===== config.mk =====
export PLATFORM = sky130hd
export DESIGN_NAME = regfile_mp_scoreboard
export DESIGN_NICKNAME = d
export VERILOG_FILES = /design/src/rtl/regfile_mp_scoreboard.sv
export SDC_FILE = /design/constraint.sdc
export NUM_CORES = 1
export LEC_CHECK = 0
export CORE_MARGIN = 4
export CORE_UTILIZATION = 68
export CTS_BUF_LIST = sky130_fd_sc_hd__clkbuf_2 sky130_fd_sc_hd__clkbuf_4 sky130_fd_sc_hd__clkbuf_8
export DETAILED_ROUTE_END_ITERATION = 8
export PLACE_DENSITY = 0.95
export SLEW_MARGIN = 20
export SYNTH_ARGS = -nofsm -noshare
export SYNTH_HDL_FRONTEND = slang
export SYNTH_SLANG_ARGS = --single-unit

===== constraint.sdc =====
create_clock -name clk -period 35.7 [get_ports clk]
set_input_delay 10.71 -clock clk [delete_from_list [all_inputs] [get_ports clk]]
set_output_delay 10.71 -clock clk [all_outputs]
set_load 0.02 [all_outputs]

===== src/rtl/regfile_mp_scoreboard.sv =====
// ---------------------------------------------------------------------------
// regfile_mp_scoreboard
//
// Multi-ported processor register file with a per-register scoreboard.
// Decode reads operands combinationally and reserves the destination of each
// issued instruction; writeback writes the result and releases that
// reservation. A write in flight is bypassed to any read port that names the
// same register in the same cycle, so a consumer never sees stale data, and
// the matching busy bit is hidden at the same time.
//
// Parameters
//   DBITS   data width of each register
//   ABITS   index width, the file holds exactly 1<<ABITS registers
//   NRD     number of independent read ports
//   ZERO_R0 1: register 0 is hardwired to zero, ignores writes and
//           reservations and is never busy; 0: register 0 is ordinary
//
// Ports
//   clk      rising-edge clock
//   reset    asynchronous, active-high reset (clears data, busy bits, wawErr)
//   wrtEn    writeback strobe
//   wrtInd   writeback register index
//   dIn      writeback data
//   rsvEn    reserve strobe from issue
//   rsvInd   register index to mark busy
//   rdInd    packed read indices, port k = rdInd[k*ABITS +: ABITS]
//   dOut     packed read data,    port k = dOut[k*DBITS +: DBITS]
//   rdBusy   per read port: that register has an unresolved pending write
//   anyBusy  at least one register is reserved (registered state only)
//   wawErr   sticky: a reservation hit a register that was still busy
// ---------------------------------------------------------------------------
module regfile_mp_scoreboard #(
    parameter int DBITS   = 32,
    parameter int ABITS   = 4,
    parameter int NRD     = 2,
    parameter bit ZERO_R0 = 1'b1
) (
    input  logic                 clk,
    input  logic                 reset,
    input  logic                 wrtEn,
    input  logic [ABITS-1:0]     wrtInd,
    input  logic [DBITS-1:0]     dIn,
    input  logic                 rsvEn,
    input  logic [ABITS-1:0]     rsvInd,
    input  logic [NRD*ABITS-1:0] rdInd,
    output logic [NRD*DBITS-1:0] dOut,
    output logic [NRD-1:0]       rdBusy,
    output logic                 anyBusy,
    output logic                 wawErr
);

    localparam int WORDS = 1 << ABITS;

    logic [DBITS-1:0] regs [WORDS];
    logic [WORDS-1:0] busy;
    logic             wawFlag;
    logic             wrtOk;
    logic             rsvOk;
    logic             sameInd;

    // A write or reservation aimed at the hardwired zero register is simply
    // dropped, which keeps r0 at zero and its busy bit permanently clear
    // without any special casing in the storage blocks below.
    assign wrtOk   = wrtEn && !(ZERO_R0 && (wrtInd == '0));
    assign rsvOk   = rsvEn && !(ZERO_R0 && (rsvInd == '0));
    assign sameInd = (wrtInd == rsvInd);

    // Register storage. Every entry is cleared on reset so that no read port
    // can ever return X after reset, even for registers never written.
    always_ff @(posedge clk or posedge reset) begin
        if (reset) begin
            for (int i = 0; i < WORDS; i++) begin
                regs[i] <= '0;
            end
        end else if (wrtOk) begin
            regs[wrtInd] <= dIn;
        end
    end

    // Scoreboard busy bits. Writeback releases its register, issue reserves
    // one. The reserve assignment comes second so that when both name the
    // same register the new reservation survives the edge: the old producer
    // has just completed, the newly issued one is still outstanding.
    always_ff @(posedge clk or posedge reset) begin
        if (reset) begin
            busy <= '0;
        end else begin
            if (wrtOk) begin
                busy[wrtInd] <= 1'b0;
            end
            if (rsvOk) begin
                busy[rsvInd] <= 1'b1;
            end
        end
    end

    // Write-after-write detector. Reserving a register that already has an
    // outstanding producer means two writers in flight, which the pipeline
    // must never do. A release of that same register on the same edge
    // resolves the old producer, so that case is legal. Once raised the flag
    // stays up until reset so software or a debugger can find it later.
    always_ff @(posedge clk or posedge reset) begin
        if (reset) begin
            wawFlag <= 1'b0;
        end else if (rsvOk && busy[rsvInd] && !(wrtOk && sameInd)) begin
            wawFlag <= 1'b1;
        end
    end

    assign wawErr  = wawFlag;
    assign anyBusy = |busy;

    // Read ports. Each port is independent. The hardwired zero has top
    // priority, then the same-cycle writeback bypass, then stored data. The
    // busy output is masked by a matching write because that write is
    // exactly the value the consumer was waiting for. A reservation made this
    // cycle is deliberately not visible here until after the clock edge.
    for (genvar k = 0; k < NRD; k++) begin : gRead
        logic [ABITS-1:0] idx;
        logic             wrtHit;

        assign idx    = rdInd[k*ABITS +: ABITS];
        assign wrtHit = wrtEn && (wrtInd == idx);

        assign dOut[k*DBITS +: DBITS] = (ZERO_R0 && (idx == '0)) ? '0 :
                                        (wrtHit ? dIn : regs[idx]);
        assign rdBusy[k] = busy[idx] & ~wrtHit;
    end

endmodule


==> run metrics <==
status finished clean; critical path startpoint category input pin; Seq pwr share 44.7%; Critical Path RT 24.99 ns; simple-gate share of the synthesized area under 10%; number of synthesized flops with an enable pin 0; Syn Inst Count ~1900; cell leakage power around 0.013 uW; DPL Wire Length roughly 43 mm; ANT nets after route 0; worst stage delay on the critical path around 0.99 ns; final hold viol count 0; gr ovfl total 0; f_max slightly below 0.04 GHz; met1 GRT Util a little under half; Worst R2R Start busy[15]; VDD IR max between 0.00004 and 0.00005 V; hold crit path type flop to flop; first-pass GRT wire length 124.1 mm; RSZ-0062 raised after global routing false; Slew Limit Headroom 22.57%; # port buffers 119; worst reg2reg endpoint wawErr; P_int between 1000 and 1500 uW; placed instance area slightly below 30000 sq um; Resized cells post-CTS 0; CTS Root Cell clkbuf_8; worst setup skew after layout 0.003482 ns; Die Height approximately 210 um; Sw Ratio around 29%; Core Region between 40000 and 50000 sq um; IO Pins 120; vias in the first global route around 21000; Via density around 7.7; Seq/Total Area, Yosys 46.25%; M3 GR Usage 11.12%; routed wire length approximately 80 mm; final instance area about 32000 sq um; CP Data Arrival Time 14.70 ns; family with the most delay on the worst path buffers and inverters; post-synthesis cell type count 43; Post-synth top cells 529 x dfrtp_1, 380 x mux2_2, 268 x mux4_2; Synth top area share a little under half; main combinational cell family by area after synthesis multiplexers; via count slightly below 20000; layout cell share with drive strength beyond 1 48.26%; cts hold-fix bufs 0; DR iter-0 viols between 2000 and 3000; max cap viols 0; clock tree buffer depth 3; R2R depth 4; antenna violations before repair 1; global placement routability congestion about 0.9; Compound-Gate Fraction of Synth Area 5.504%; Post-Syn Nets 1930; clk slew on worst S/H paths ~0.06 ns; total of warnings raised by yosys 0; R2R setup slack ~34 ns; CP Capture Type output pin; Remaining DRCs 0; Comb power frac about 25%; Final min period ~25 ns; Layout area overhead 10.48%; mux cell area share after synthesis 42.24%; Avg Cell Area, Syn 15.24 sq um; CTS buffer count 85; Clk pwr share a little under a third; Top FF cell, synth dfrtp_1; Site Rows between 70 and 80; CTS tree built; Die Wd roughly 210 um; post-CTS setup buffer count 0; effective utilization at floorplan 69.47%; cell accounting for the most synthesized area dfrtp_1; global routing's busiest layer met2; # setup viols final 0; Tot GR Track Use between 30% and 40%; number of H-tree branching levels 3; GR met2 Demand/Resource a little under three fifths; Crit Path Class input pin to output pin; Slew @ Worst Pin about 1.2 ns; async set or reset register ratio after synthesis 100.0%; Worst path slowest cell or2_2; Hold Crit Depth 0; FF+latch count, synth ~530; cell mode on critical path buf_4; crit path max fanout 39; Setup TNS 0 ns; final worst path period share 71.19%; Post-Synth Adder-Cell Area 0%; Post-Syn Area approximately 29000 sq um; switching power roughly 550 uW; clock sinks roughly 530; worst-path cell chain buf_2 > buf_4 > or2_2 > o21bai_1 > a21oi_4 > buf_4 > a22o_1 > clkdlybuf4s50_1; top cells by area, synth dfrtp_1 46%, mux4_2 21%, mux2_2 15%, mux2_4 4.0%, o22ai_1 2.1%; die area ~45000 sq um; pin count of the biggest net entering global routing 129; crit path buf inv count 4; WHS Endpoint regs[491]; Post-Synth XOR/XNOR Area less than 1%; Final #Nets slightly below 2000; Power Density approximately 60 nW/um^2; Worst-Skew Late Latency about 0.65 ns; final slew viol count 0; Hold Path Origin regs[491]; WL per Instance between 30 and 40 um; count leader, synth dfrtp_1; Pre-antenna DRT Iters 5
power groups by stage:
| stage | registers [uW] | logic, uW | clock network (uW) |
|---|---|---|---|
| after floorplan | 803 | 356 | 0 |
| after global placement | 819 | 432 | 0 |
| after detailed placement | 841 | 453 | 0 |
| after CTS | 837 | 463 | 584 |
| after global routing | 856 | 491 | 612 |
| final | 845 | 465 | 580 |
how the worst max path moves through the flow:
stage	start	endpoint	cells past startpoint
finish	rdInd[7]	dOut[59]	8
global route	rdInd[4]	dOut[49]	8
CTS	rdInd[4]	dOut[49]	8
detailed placement	rdInd[0]	dOut[1]	8
global placement	rdInd[0]	dOut[1]	8
floorplan	reset	busy[0]	1
metrics by stage:
stage | std cells | total power [uW] | worst slack (ns) | hold slack [ns] | utilization [%]
after floorplan | 1878 | 1159 | 10.21 | 0.4413 | -
after global placement | 2337 | 1251 | 10.40 | 0.3769 | 72.06
after detailed placement | 2337 | 1293 | 10.31 | 0.3830 | 72.06
after CTS | 2489 | 1884 | 10.24 | 0.3973 | 76.64
after global routing | 2491 | 1959 | 10.02 | 0.4101 | 76.75
final | 2491 | 1890 | 10.29 | 0.3948 | 76.75
area by class of cell:
type	count	area [sq um]
Multi-Input combinational cell	1119	14330
Clock inverter	17	185.2
Tap cell	532	665.6
Clock buffer	135	1702
Inverter	5	26.28
Antenna cell	1	2.502
Timing Repair Buffer	153	1470
Sequential cell	529	13240
Fill cell	2078	9579
flip-flops by register name, summed over array words and instances, names as in the netlist:
name / cells
regs: 512
wawErr: 1
busy: 16
routing by layer:
layer / wire, um / share of wire [%]
met2: 37990 / 47
met3: 9472 / 12
met4: 4464 / 5.6
met5: 0 / 0
met1: 28320 / 35
worst register-to-register path: stages (launching register included):
cell	delay [ns]
dfrtp_1	0.44
mux4_2	0.50
mux2i_1	0.16
a21oi_1	0.10
a41o_1	0.26
cell families after synthesis:
group	Yosys count
flip-flops	529
AO/OA/AOI/OAI	232
XOR/XNOR	9
multiplexers	784
AND/OR/NAND/NOR	94
buffers and inverters	230
layout by cell type (no fill, tap or decap), drive strengths merged, types with 3 or more instances in the layout:
| master | instances |
|---|---|
| a211oi | 6 |
| a21oi | 39 |
| a22o | 63 |
| a32o | 3 |
| buf | 39 |
| bufinv | 3 |
| clkbuf | 137 |
| clkdlybuf4s50 | 112 |
| clkinv | 8 |
| dfrtp | 529 |
| inv | 11 |
| mux2 | 480 |
| mux2i | 36 |
| mux4 | 268 |
| nand2 | 14 |
| nand2b | 5 |
| nand3 | 3 |
| nand3b | 4 |
| nand4 | 3 |
| nor2 | 41 |
| nor2b | 5 |
| nor3 | 3 |
| nor4 | 4 |
| o21ai | 20 |
| o22ai | 94 |
| or2 | 4 |
| or3 | 3 |
| xnor2 | 7 |
(Power assumes the default switching activity.)
